[config.mk]
export PLATFORM = sky130hd
export DESIGN_NAME = lives_bar_display
export DESIGN_NICKNAME = d
export VERILOG_FILES = /design/src/rtl/lives_bar_display.sv
export SDC_FILE = /design/constraint.sdc
export NUM_CORES = 1
export LEC_CHECK = 0
export CORE_MARGIN = 2
export CORE_UTILIZATION = 30
export DETAILED_ROUTE_END_ITERATION = 10
export PLACE_DENSITY = 0.49
export SLEW_MARGIN = 20
export SYNTH_ARGS = -nofsm -noshare
export SYNTH_HDL_FRONTEND = slang
export SYNTH_SLANG_ARGS = --single-unit
[constraint.sdc]
create_clock -name clk -period 3 [get_ports clk]
set_input_delay 0.3 -clock clk [delete_from_list [all_inputs] [get_ports clk]]
set_output_delay 0.3 -clock clk [all_outputs]
set_load 0.03 [all_outputs]
[src/rtl/lives_bar_display.sv]
// ============================================================================
//  Module   : lives_bar_display
//  Purpose  : Frame-synchronous heart-row HUD with a blink animation on lost lives.
//  Revision : 1.0
// ============================================================================
`default_nettype none

module lives_bar_display #(
   parameter int MAX_LIVES    = 3,
   parameter int LW           = 4,
   parameter int SPACING      = 6,
   parameter int SPRITE_TABLE = 2,
   parameter int HEART_SPRITE = 31,
   parameter int BLANK_SPRITE = 0,
   parameter int BLINK_FRAMES = 16,
   parameter int BLINK_PERIOD = 4
) (
   input  logic          clk,
   input  logic          rst_n,
   input  logic          frame_tick,
   input  logic [LW-1:0] lives,
   input  logic [8:0]    X,
   input  logic [8:0]    Y,
   input  logic [8:0]    H_pos,
   input  logic [8:0]    V_pos,
   output logic          lives_s,
   output logic          anim_busy
);

   localparam int             FW     = (BLINK_FRAMES > 1) ? $clog2(BLINK_FRAMES) : 1;
   localparam logic [FW-1:0]  F_LAST = FW'(BLINK_FRAMES - 1);
   localparam int             SPR_W  = 5;
   localparam int             SPR_H  = 5;
   localparam logic [0:0]     S_IDLE  = 1'b0;
   localparam logic [0:0]     S_BLINK = 1'b1;

   logic [0:0]           state, state_n;
   logic [LW-1:0]        shown, shown_n;
   logic [LW-1:0]        lost_lo, lost_lo_n;
   logic [LW-1:0]        lost_hi, lost_hi_n;
   logic [FW-1:0]        fcnt, fcnt_n;
   logic [MAX_LIVES-1:0] sel, sel_n;
   logic [MAX_LIVES-1:0] pix;
   logic [LW-1:0]        lv;
   logic                 blink_on;

   function automatic logic blink_phase(input logic [FW-1:0] f);
      int q;
      q = int'(f) / BLINK_PERIOD;
      return (q % 2) == 0;
   endfunction

   // Sprite ROM: the heart glyph lives at entry 31 of table 2; every other entry is empty.
   function automatic logic [4:0] glyph_row(input logic [4:0] spr, input logic [2:0] r);
      logic [4:0] bits;
      bits = 5'b00000;
      if (SPRITE_TABLE == 2 && spr == 5'd31) begin
         case (r)
            3'd0:    bits = 5'b01010;
            3'd1:    bits = 5'b11111;
            3'd2:    bits = 5'b11111;
            3'd3:    bits = 5'b01110;
            3'd4:    bits = 5'b00100;
            default: bits = 5'b00000;
         endcase
      end
      return bits;
   endfunction

   assign lv        = (lives > LW'(MAX_LIVES)) ? LW'(MAX_LIVES) : lives;
   assign anim_busy = (state == S_BLINK);

   always_ff @(posedge clk or negedge rst_n) begin
      if (!rst_n) begin
         state   <= S_IDLE;
         shown   <= '0;
         lost_lo <= '0;
         lost_hi <= '0;
         fcnt    <= '0;
         sel     <= '0;
      end else begin
         state   <= state_n;
         shown   <= shown_n;
         lost_lo <= lost_lo_n;
         lost_hi <= lost_hi_n;
         fcnt    <= fcnt_n;
         sel     <= sel_n;
      end
   end

   always_comb begin
      state_n   = state;
      shown_n   = shown;
      lost_lo_n = lost_lo;
      lost_hi_n = lost_hi;
      fcnt_n    = fcnt;
      if (frame_tick) begin
         case (state)
            S_IDLE: begin
               if (lv < shown) begin
                  lost_lo_n = lv;
                  lost_hi_n = shown;
                  shown_n   = lv;
                  fcnt_n    = '0;
                  state_n   = S_BLINK;
               end else if (lv > shown) begin
                  shown_n = lv;
               end
            end
            default: begin
               if (lv < shown) begin
                  lost_lo_n = lv;
                  shown_n   = lv;
                  fcnt_n    = '0;
               end else if (lv > shown && lv >= lost_hi) begin
                  shown_n   = lv;
                  lost_lo_n = '0;
                  lost_hi_n = '0;
                  fcnt_n    = '0;
                  state_n   = S_IDLE;
               end else if (lv > shown) begin
                  // Partial regain: the still-lost tail keeps blinking on the same timeline.
                  shown_n   = lv;
                  lost_lo_n = lv;
               end else if (fcnt == F_LAST) begin
                  lost_lo_n = '0;
                  lost_hi_n = '0;
                  fcnt_n    = '0;
                  state_n   = S_IDLE;
               end else begin
                  fcnt_n = fcnt + 1'b1;
               end
            end
         endcase
      end
   end

   // Slot selects are built from next-state values so they change on the same edge as the FSM.
   always_comb begin
      blink_on = blink_phase(fcnt_n);
      sel_n    = '0;
      for (int i = 0; i < MAX_LIVES; i++) begin
         sel_n[i] = (LW'(i) < shown_n) ||
                    ((state_n == S_BLINK) && (LW'(i) >= lost_lo_n) &&
                     (LW'(i) < lost_hi_n) && blink_on);
      end
   end

   for (genvar i = 0; i < MAX_LIVES; i++) begin : g_slot
      localparam logic [8:0] OFF = 9'((i * SPACING) % 512);
      logic [8:0] ox;
      logic [8:0] dx;
      logic [8:0] dy;
      logic [4:0] spr;
      logic [4:0] row;
      assign ox     = X + OFF;
      assign dx     = H_pos - ox;
      assign dy     = V_pos - Y;
      assign spr    = sel[i] ? 5'(HEART_SPRITE) : 5'(BLANK_SPRITE);
      assign row    = glyph_row(spr, dy[2:0]);
      assign pix[i] = (dx < 9'(SPR_W)) && (dy < 9'(SPR_H)) && row[3'(SPR_W - 1) - dx[2:0]];
   end

   assign lives_s = |pix;

endmodule

`default_nettype wire

### Yosys cells after proc, flatten, opt, wreduce, memory -nomap -nowiden

Cells that the tools add are included.
Widths: inputs -> output; s select.

* input bits: 43
* word-level logic and storage cells: 119
* output and inout port bits: 2
* register bits after elaboration: 20

* add/sub/neg operators: 10
* reductions and logical operators: 25
* order comparisons: 20
* equality and inequality tests: 9
* mux-type cells: 48

Operators by type and width (number)
* $mux 4: 27
* $lt 9x3->1 const B: 4
* $sub 9x9->9: 4
* $logic_not 32->1: 1
* $mux 5: 6
* $pmux 5 s4: 1
* $logic_and 1x1->1: 16
* $lt 1x4->1 const A: 4
* $eq 5x5->1 const B: 3
* $lt 3x4->1 const B: 3
* $mux 1: 10
* $add 9x3->9 const B: 1
* $add 9x4->9 const B: 1
* $bmux 1 s3: 3
* $sub 3x3->3 const A: 3
* $ge 1x4->1 const A: 2
* $lt 2x4->1 const A: 2
* $eq 3x2->1 const B: 2
* $add 4x1->4 const B: 1
* $eq 4x4->1 const B: 1
* $ge 2x4->1 const A: 1
* $ge 4x4->1: 1
* $gt 4x2->1 const B: 1
* $gt 4x4->1: 1
* 11 further kinds: 13

### Logic depth before layout (Yosys ltp)

Gate-level depths: netlist (run 1).

* depth in word-level cells: 13
* gate-level depth with buffers: 13
* depth with buffers taken out: 13

### Worst setup path before layout (run 1)

No wires, ideal clock.

* path type: input to output
* from: in X[1]
* to: out lives_s
* buffers on the path: 0
* arrival time: 2.401 ns
* stages on the path: 11
* data required time: 2.700 ns
* slack: 0.299 ns
* cell sequence: inv_1 > ha_1 > ha_1 > fa_1 > xnor2_1 > o2111ai_1 > o21ai_0 > nand4_1 > nor3_1 > a41o_1 > o2111a_1

* longest elaborated chain between the ends: 7
* elaborated cells on any way between the ends: 24
* those cells by class: 8 x add/sub; 3 x order compare; 6 x mux; 7 x reduce/logical

RTL lines
* from (decl): line 22 `input logic [8:0] X,`
* $add 9x3->9 / $add 9x4->9 (equally long branches): line 156 `assign ox = X + OFF;`
* $sub 9x9->9: line 157 `assign dx = H_pos - ox;`
* $sub 3x3->3: line 161 `assign pix[i] = (dx < 9'(SPR_W)) && (dy < 9'(SPR_H)) && row[3'(SPR_W - 1) - dx[2:0]];`
* $bmux 1 s3: line 161
* $mux 1 (implied by the code): line 161
* $logic_and 1x1->1: line 161
* $reduce_or 3->1 *: line 164 `assign lives_s = |pix;`
* to (decl): line 26 `output logic lives_s,`

Every way passes the cells marked *; elsewhere a longest branch is shown, timed or not. The select of a mux whose other input is x is not followed.

### Final worst setup path (run 1)

* from: in X[6]
* to: out lives_s

* longest elaborated chain between the ends: 6
* elaborated cells on any way between the ends: 15
* those cells by class: 5 x add/sub; 3 x order compare; 7 x reduce/logical

RTL lines (line)
* $add 9x3->9 / $add 9x4->9 (equally long branches): 156
* $sub 9x9->9: 157
* $lt 9x3->1: 161
* $logic_and 1x1->1 (2 in series): 161
* $reduce_or 3->1 *: 164

Every way passes the cells marked *; elsewhere a longest branch is shown, timed or not.

==> impl_metrics.prom, run 1 <==
# TYPE chip_impl_metric gauge
chip_impl_metric{name="placement.setup.worst_slack",unit="ps"} -410.3
chip_impl_metric{name="area_growth_from_synthesis_to_layout",unit="%"} 48.25
chip_impl_metric{name="finalNetCount",unit=""} 572
chip_impl_metric{name="vias_per_cell",unit=""} 4.744
chip_impl_metric{name="actual_slew_at_the_worst_max_slew_pin",unit="ps"} 933.5
chip_impl_info{name="critPathCaptureType",value="output port"} 1
chip_impl_metric{name="yosys.cell_types.count",unit=""} 61
chip_impl_metric{name="first_global_vias",unit=""} 2942
chip_impl_metric{name="synth-async-reset-ratio",unit="%"} 100.0
chip_impl_metric{name="die-area",unit="mm^2"} 0.01056
chip_impl_metric{name="max_slew_margin",unit="%"} 37.57
chip_impl_metric{name="finish.utilization",unit="%"} 44.99
chip_impl_metric{name="final_cycle_share",unit="%"} 97.62
chip_impl_metric{name="drive_above_1_share",unit="%"} 29.98
chip_impl_metric{name="power_density",unit="mW/mm^2"} 371.4
chip_impl_info{name="timing_worst_setup_path_type",value="input pin to output port"} 1
chip_impl_metric{name="drt-total-wl",unit="um"} 7634
chip_impl_metric{name="placedInstanceArea",unit="mm^2"} 0.003998
chip_impl_metric{name="finalSetupViolCount",unit=""} 0
chip_impl_info{name="synth_area_leaders",value="sky130_fd_sc_hd__ha_1 (19%), sky130_fd_sc_hd__dfrtp_1 (17%), sky130_fd_sc_hd__inv_1 (8.9%), sky130_fd_sc_hd__fa_1 (4.8%), sky130_fd_sc_hd__a21oi_1 (4.1%)"} 1
chip_impl_metric{name="globalRoute.totalOverflow",unit=""} 0
chip_impl_info{name="cts_tree",value="yes"} 1
chip_impl_metric{name="crit_arrival",unit="ps"} 2630
chip_impl_info{name="post_synthesis_cell_type_with_the_largest_combined_area",value="sky130_fd_sc_hd__ha_1"} 1
chip_impl_info{name="hp-start",value="fcnt[3]"} 1
chip_impl_metric{name="design.core.area",unit="mm^2"} 0.009639
chip_impl_metric{name="power_leakage",unit="nW"} 2.074
chip_impl_metric{name="grt_first_pass_wirelength",unit="um"} 12720
chip_impl_metric{name="hold_viol_final",unit=""} 0
chip_impl_info{name="grt.busiest_layer",value="met2"} 1
chip_impl_metric{name="final.hold.worst_slack",unit="ps"} 488.8
chip_impl_metric{name="ys_warn_count",unit=""} 0
chip_impl_metric{name="tns",unit="ps"} 0
chip_impl_metric{name="n_antenna_cell",unit=""} 0
chip_impl_metric{name="clock_sink_count",unit=""} 20
chip_impl_metric{name="count_of_flip_flops_with_a_built_in_enable_after_synthesis",unit=""} 0
chip_impl_info{name="cp-start-kind",value="input pin"} 1
chip_impl_metric{name="buffer_ports.inserted",unit=""} 44
chip_impl_metric{name="netlist_instances",unit=""} 361
chip_impl_info{name="outcome",value="completed"} 1
chip_impl_metric{name="grt_use_met3",unit="%"} 1.220
chip_impl_metric{name="total_power",unit="mW"} 1.611
chip_impl_info{name="min_path_type",value="register to register"} 1
chip_impl_metric{name="worstSkewPairLatency",unit="ps"} 260
chip_impl_metric{name="hpwl",unit="um"} 6183
chip_impl_metric{name="floorplan.rows",unit=""} 36
chip_impl_metric{name="drt_first_pass_iters",unit=""} 4
chip_impl_info{name="worst_r2r_startpoint",value="shown[1]"} 1
chip_impl_info{name="crit_start",value="X[6]"} 1
chip_impl_info{name="yosysMostFrequentCell",value="sky130_fd_sc_hd__inv_1"} 1
chip_impl_metric{name="avgSynthCellArea",unit="um^2"} 8.103
chip_impl_metric{name="initial_core_util",unit="%"} 30.35
chip_impl_metric{name="global_route.usage.met2",unit="%"} 28.91
chip_impl_info{name="ys.flop_type",value="sky130_fd_sc_hd__dfrtp_1"} 1
chip_impl_metric{name="clock.fmax",unit="GHz"} 0.3414
chip_impl_metric{name="fin_max_slew_vios",unit=""} 0
chip_impl_metric{name="path_max_fanout",unit=""} 3
chip_impl_metric{name="design_area",unit="mm^2"} 0.004337
chip_impl_metric{name="detail_route.wl_per_cell",unit="um"} 12.51
chip_impl_metric{name="drt.antenna.violating_nets",unit=""} 0
chip_impl_metric{name="post-route-worst-setup-slack",unit="ps"} 71.30
chip_impl_metric{name="clockBufferDepth",unit=""} 2
chip_impl_metric{name="drc",unit=""} 0
chip_impl_metric{name="gp_routability_congestion",unit=""} 0.8954
chip_impl_metric{name="worst_ep_required_time",unit="ps"} 2700
chip_impl_metric{name="post-route-min-period",unit="ps"} 2929
chip_impl_metric{name="clock_skew",unit="ps"} 4.867
chip_impl_metric{name="die_h",unit="um"} 102.7
chip_impl_metric{name="yosys_register_bits",unit=""} 20
chip_impl_metric{name="ir_worst_vdd",unit="uV"} 268.6
chip_impl_metric{name="floorplan.io_pins",unit=""} 45
chip_impl_metric{name="dr.first_iter.drc_count",unit=""} 35
chip_impl_metric{name="grt_util_all_layers",unit="%"} 14.76
chip_impl_metric{name="synthDominantCellAreaShare",unit="%"} 18.82
chip_impl_metric{name="grt_antenna_before_repair",unit=""} 0
chip_impl_metric{name="chipWidth",unit="um"} 102.7
chip_impl_metric{name="htree_levels",unit=""} 1
chip_impl_metric{name="cts_buffers",unit=""} 3
chip_impl_metric{name="cts.clk_slew.worst_paths",unit="ps"} 80
chip_impl_metric{name="final_cells",unit=""} 610
chip_impl_info{name="clockRootBuffer",value="sky130_fd_sc_hd__clkbuf_8"} 1
chip_impl_metric{name="grt_start_max_net_pins",unit=""} 21
chip_impl_info{name="ys_top_cells_by_count",value="sky130_fd_sc_hd__inv_1 (69), sky130_fd_sc_hd__ha_1 (44), sky130_fd_sc_hd__nor2_1 (25)"} 1
chip_impl_metric{name="netlist_area",unit="mm^2"} 0.002925
chip_impl_metric{name="post-place-cells",unit=""} 601
chip_impl_metric{name="route.vias.total",unit=""} 2894
chip_impl_metric{name="max_cap_violations",unit=""} 0
chip_impl_metric{name="synth-seq-area-share",unit="%"} 17.11
chip_impl_metric{name="gr-usage-met1",unit="%"} 17.56
==> worst max-delay path: stages <==
cell                              delay [ps]
sky130_fd_sc_hd__clkdlybuf4s50_1         480
sky130_fd_sc_hd__inv_1                    50
sky130_fd_sc_hd__ha_1                    290
sky130_fd_sc_hd__inv_1                    60
sky130_fd_sc_hd__ha_1                    300
sky130_fd_sc_hd__inv_1                    70
sky130_fd_sc_hd__o21ai_1                 200
sky130_fd_sc_hd__mux2i_1                 110
sky130_fd_sc_hd__nand4_1                 100
sky130_fd_sc_hd__nor3_1                   50
sky130_fd_sc_hd__a41o_1                  220
sky130_fd_sc_hd__o2111a_1                250
sky130_fd_sc_hd__buf_6                   140
==> cells in the final DEF, fill, tap and decap left out, types with 3 or more instances in the layout <==
| cell type | count |
|---|---|
| sky130_fd_sc_hd__nand3_1 | 9 |
| sky130_fd_sc_hd__o21bai_1 | 3 |
| sky130_fd_sc_hd__nor2b_1 | 7 |
| sky130_fd_sc_hd__nand4_1 | 6 |
| sky130_fd_sc_hd__o21ai_0 | 13 |
| sky130_fd_sc_hd__buf_2 | 5 |
| sky130_fd_sc_hd__dlygate4sd2_1 | 4 |
| sky130_fd_sc_hd__xor2_1 | 5 |
| sky130_fd_sc_hd__ha_4 | 14 |
| sky130_fd_sc_hd__clkbuf_8 | 4 |
| sky130_fd_sc_hd__nor2_1 | 25 |
| sky130_fd_sc_hd__nand2_1 | 19 |
| sky130_fd_sc_hd__o2111ai_1 | 3 |
| sky130_fd_sc_hd__fa_1 | 5 |
| sky130_fd_sc_hd__nand2b_1 | 5 |
| sky130_fd_sc_hd__o21ai_2 | 3 |
| sky130_fd_sc_hd__xnor2_1 | 12 |
| sky130_fd_sc_hd__o31ai_1 | 6 |
| sky130_fd_sc_hd__a21oi_2 | 4 |
| sky130_fd_sc_hd__dlymetal6s2s_1 | 6 |
| sky130_fd_sc_hd__mux2i_1 | 8 |
| sky130_fd_sc_hd__dfrtp_1 | 20 |
| sky130_fd_sc_hd__buf_4 | 73 |
| sky130_fd_sc_hd__or3_1 | 4 |
| sky130_fd_sc_hd__and2_1 | 5 |
| sky130_fd_sc_hd__o211ai_1 | 4 |
| sky130_fd_sc_hd__o21ai_1 | 3 |
| sky130_fd_sc_hd__a21o_1 | 4 |
| sky130_fd_sc_hd__clkdlybuf4s50_1 | 27 |
| sky130_fd_sc_hd__ha_2 | 3 |
| sky130_fd_sc_hd__inv_2 | 18 |
| sky130_fd_sc_hd__ha_1 | 27 |
| sky130_fd_sc_hd__a21oi_1 | 20 |
| sky130_fd_sc_hd__inv_1 | 51 |
==> repair_timing <==
action | in CTS | in global routing
pin swaps | 22 | 11
hold buffers | 0 | 0
setup buffers | 4 | 1
setup endpoints to repair | 1 | 1
resized for setup | 64 | 28
==> layer usage <==
metal,vias to the layer above,routed length [um],share of wire (%)
li1,1479,-,-
met1,1348,3313,43
met2,55,3976,52
met3,12,249,3.3
met4,0,95,1.2
met5,-,0,0
==> cell type report <==
type | instances | area [um^2]
fillers | 980 | 5303
multi-input cells | 267 | 2385
repair buffers | 116 | 964.7
flip-flops and latches | 20 | 500.5
inverters | 70 | 265.3
well taps | 133 | 166.4
clock buffers | 4 | 55.05
==> state kept, by name, indices dropped and copies added, names as in the netlist <==
signal     cells
anim_busy      1
fcnt           4
lost_hi        4
lost_lo        4
sel            3
shown          4
==> power breakdown <==
part | internal (mW) | leakage, nW | total (mW) | switching (mW)
Clock | 0.117 | 0.0288 | 0.212 | 0.0948
Combinational | 0.535 | 1.80 | 1.03 | 0.494
Sequential | 0.314 | 0.247 | 0.370 | 0.0565
==> worst paths after layout <==
check | to | slack (ps) | cells past startpoint
worst min-delay path | fcnt[3] | 490 | 1
worst max register to register | sel[0] | 500 | 8
worst min register to register | fcnt[3] | 490 | 1
worst max-delay path | lives_s | 70 | 13
max in group asynchronous | sel[2] | 1870 | 1
min in group asynchronous | shown[2] | 560 | 1
==> kinds of logic (layout without fill, tap and decap cells) <==
| kind of cell | count (synthesis) | count (layout) | share of synthesized area [%] |
|---|---|---|---|
| other | 1 | 2 | 0.1282 |
| DFF | 20 | 20 | 17.11 |
| adders and majority gates | 51 | 51 | 23.61 |
| buffers and inverters | 75 | 190 | 10.31 |
| and+or+nand+nor | 95 | 95 | 17.45 |
| muxes | 8 | 8 | 2.737 |
| xor gates and xnor gates | 19 | 19 | 6.202 |
| AOI/OAI and AO/OA | 92 | 92 | 22.46 |
(Power assumes the default switching activity.)
==> run 2: changes to the inputs <==
- MAX_ROUTING_LAYER: not set -> met4
==> run 2 against run 1 <==
  * The flow now finishes with violations (negative hold slack)
  * Clock-buffer cell count fell by 1
  * Register-to-register slack improved by 30 ps
  * Design area up 0.98%
  * Combinational power is essentially flat
  * Largest cell class unchanged
==> impl_metrics.prom, run 2 (same netlist as run 1, synthesis figures left out) <==
# TYPE chip_impl_metric gauge
chip_impl_info{name="outcome",value="complete, but fails checks"} 1
chip_impl_info{name="violations",value="negative hold slack"} 1
chip_impl_metric{name="power_density",unit="mW/mm^2"} 388.6
chip_impl_info{name="final_cell_mix",value="sky130_fd_sc_hd__buf_4 (78), sky130_fd_sc_hd__inv_1 (55), sky130_fd_sc_hd__ha_1 (30), sky130_fd_sc_hd__clkdlybuf4s50_1 (28), sky130_fd_sc_hd__nor2_1 (25)"} 1
chip_impl_metric{name="grt_start_max_net_pins",unit=""} 21
chip_impl_metric{name="clock_sink_count",unit=""} 20
chip_impl_metric{name="chipWidth",unit="um"} 102.7
chip_impl_metric{name="cts_buffers",unit=""} 3
chip_impl_metric{name="detail_route.wl_per_cell",unit="um"} 12.54
chip_impl_metric{name="design.core.area",unit="mm^2"} 0.009639
chip_impl_metric{name="drt_first_pass_iters",unit=""} 4
chip_impl_metric{name="first_global_vias",unit=""} 2948
chip_impl_metric{name="post-route-min-period",unit="ps"} 2938
chip_impl_metric{name="die-area",unit="mm^2"} 0.01056
chip_impl_metric{name="final_cycle_share",unit="%"} 97.94
chip_impl_metric{name="path_max_fanout",unit=""} 4
chip_impl_metric{name="floorplan.rows",unit=""} 36
chip_impl_metric{name="fin_max_slew_vios",unit=""} 0
chip_impl_metric{name="n_antenna_cell",unit=""} 0
chip_impl_metric{name="hold_viol_final",unit=""} 20
chip_impl_info{name="clockRootBuffer",value="sky130_fd_sc_hd__clkbuf_8"} 1
chip_impl_info{name="final_common_cell",value="sky130_fd_sc_hd__buf_4"} 1
chip_impl_metric{name="clock_skew",unit="ps"} 6.232
chip_impl_info{name="grt_setup_unrepaired",value="yes"} 1
chip_impl_metric{name="drc",unit=""} 0
chip_impl_metric{name="layout.filler_cells",unit=""} 979
chip_impl_metric{name="dr.first_iter.drc_count",unit=""} 29
chip_impl_metric{name="post-route-worst-setup-slack",unit="ps"} 61.81
chip_impl_metric{name="htree_levels",unit=""} 1
chip_impl_metric{name="regToRegSetupSlack",unit="ps"} 530
chip_impl_metric{name="initial_core_util",unit="%"} 30.35
chip_impl_info{name="cts_tree",value="yes"} 1
chip_impl_metric{name="floorplan.io_pins",unit=""} 45
chip_impl_metric{name="vias_per_cell",unit=""} 4.698
chip_impl_metric{name="worstSkewPairLatency",unit="ps"} 260
chip_impl_metric{name="die_h",unit="um"} 102.7
chip_impl_metric{name="cts.clk_slew.worst_paths",unit="ps"} 80
chip_impl_metric{name="finalSetupViolCount",unit=""} 0
chip_impl_metric{name="globalRoute.totalOverflow",unit=""} 0
chip_impl_metric{name="max_cap_violations",unit=""} 0
chip_impl_metric{name="area_growth_from_synthesis_to_layout",unit="%"} 49.70
chip_impl_metric{name="gp_routability_congestion",unit=""} 0.9315
chip_impl_metric{name="drive_above_1_share",unit="%"} 29.67
chip_impl_info{name="cp-start-kind",value="input pin"} 1
chip_impl_metric{name="power_leakage",unit="nW"} 2.095
chip_impl_metric{name="drt.antenna.violating_nets",unit=""} 0
chip_impl_metric{name="clock.fmax",unit="GHz"} 0.3403
chip_impl_info{name="timing_worst_setup_path_type",value="input pin to output port"} 1
chip_impl_metric{name="worst_ep_required_time",unit="ps"} 2700
chip_impl_metric{name="cts.hold.buffers_added",unit=""} 0
chip_impl_metric{name="grt_first_pass_wirelength",unit="um"} 13100
chip_impl_metric{name="tns",unit="ps"} 0
chip_impl_metric{name="drt-total-wl",unit="um"} 7712
chip_impl_metric{name="placement.setup.worst_slack",unit="ps"} -379.5
chip_impl_metric{name="route.vias.total",unit=""} 2889
chip_impl_metric{name="finalNetCount",unit=""} 577
chip_impl_info{name="min_path_type",value="input pin to async pin"} 1
chip_impl_metric{name="crit_arrival",unit="ps"} 2640
chip_impl_metric{name="clockBufferDepth",unit=""} 2
chip_impl_metric{name="hpwl",unit="um"} 6372
chip_impl_metric{name="grt_antenna_before_repair",unit=""} 0
chip_impl_metric{name="ir_worst_vdd",unit="uV"} 248.8
chip_impl_metric{name="final.hold.worst_slack",unit="ps"} -13.54
chip_impl_metric{name="finish.utilization",unit="%"} 45.43
chip_impl_info{name="critPathCaptureType",value="output port"} 1
chip_impl_metric{name="grt_util_all_layers",unit="%"} 15.81
chip_impl_metric{name="buffer_ports.inserted",unit=""} 44
-- run 2: layer usage --
layer | wire [um] | global-route usage [%] | vias to the layer above
li1 | - | - | 1483
met1 | 3320 | 18.01 | 1365
met2 | 4111 | 30.77 | 35
met3 | 188 | 0.9492 | 6
met4 | 91 | 2.530 | 0
met5 | 0 | - | -
-- run 2: final cells by class --
class	count	area (um^2)	share of cell area, %
clock inverter	1	30.03	0.6857
timing repair buffer	121	998.5	22.80
tap	133	166.4	3.800
clock buffer	3	41.29	0.9429
sequential	20	500.5	11.43
inverter	70	265.3	6.057
multi-input combinational	267	2377	54.29
-- run 2: repair_timing --
item,CTS,global route
setup endpoints to repair,1,2
setup buffers,7,2
resized for setup,61,24
pin swaps,18,16
-- run 2: metrics by stage --
| stage | cells | area [um^2] | power, mW |
|---|---|---|---|
| after floorplan | 362 | 2929 | 0.9200 |
| after detailed placement | 602 | 4005 | 1.313 |
| final | 615 | 4379 | 1.702 |
| after CTS | 613 | 4323 | 1.683 |
| after global routing | 615 | 4379 | 1.848 |
| after global placement | 602 | 4005 | 1.302 |
-- run 2: path summary, 6_finish.rpt --
path                            startpoint          to  cells after the start
worst max-delay path              H_pos[5]     lives_s                     12
min in group clk                   fcnt[3]     fcnt[3]                      1
worst min-delay path                 rst_n    shown[2]                      1
worst max register to register    shown[1]      sel[2]                     10
worst min register to register     fcnt[3]     fcnt[3]                      1
max in group asynchronous            rst_n  lost_hi[0]                      1
-- run 2: power breakdown --
part           internal (mW)  switching (mW)
Clock                  0.178          0.0940
Combinational          0.551           0.510
Sequential             0.314          0.0556
Total                   1.04           0.659
-- run 2: critical path: stages --
cell and delay [ps]:
sky130_fd_sc_hd__clkdlybuf4s50_1 470, sky130_fd_sc_hd__ha_4 300, sky130_fd_sc_hd__inv_2 50, sky130_fd_sc_hd__ha_4 260, sky130_fd_sc_hd__inv_1 80, sky130_fd_sc_hd__nor2_1 70
sky130_fd_sc_hd__a221oi_4 230, sky130_fd_sc_hd__mux2i_1 220, sky130_fd_sc_hd__nor3_1 70, sky130_fd_sc_hd__a41o_1 220, sky130_fd_sc_hd__o2111a_1 240, sky130_fd_sc_hd__buf_6 140
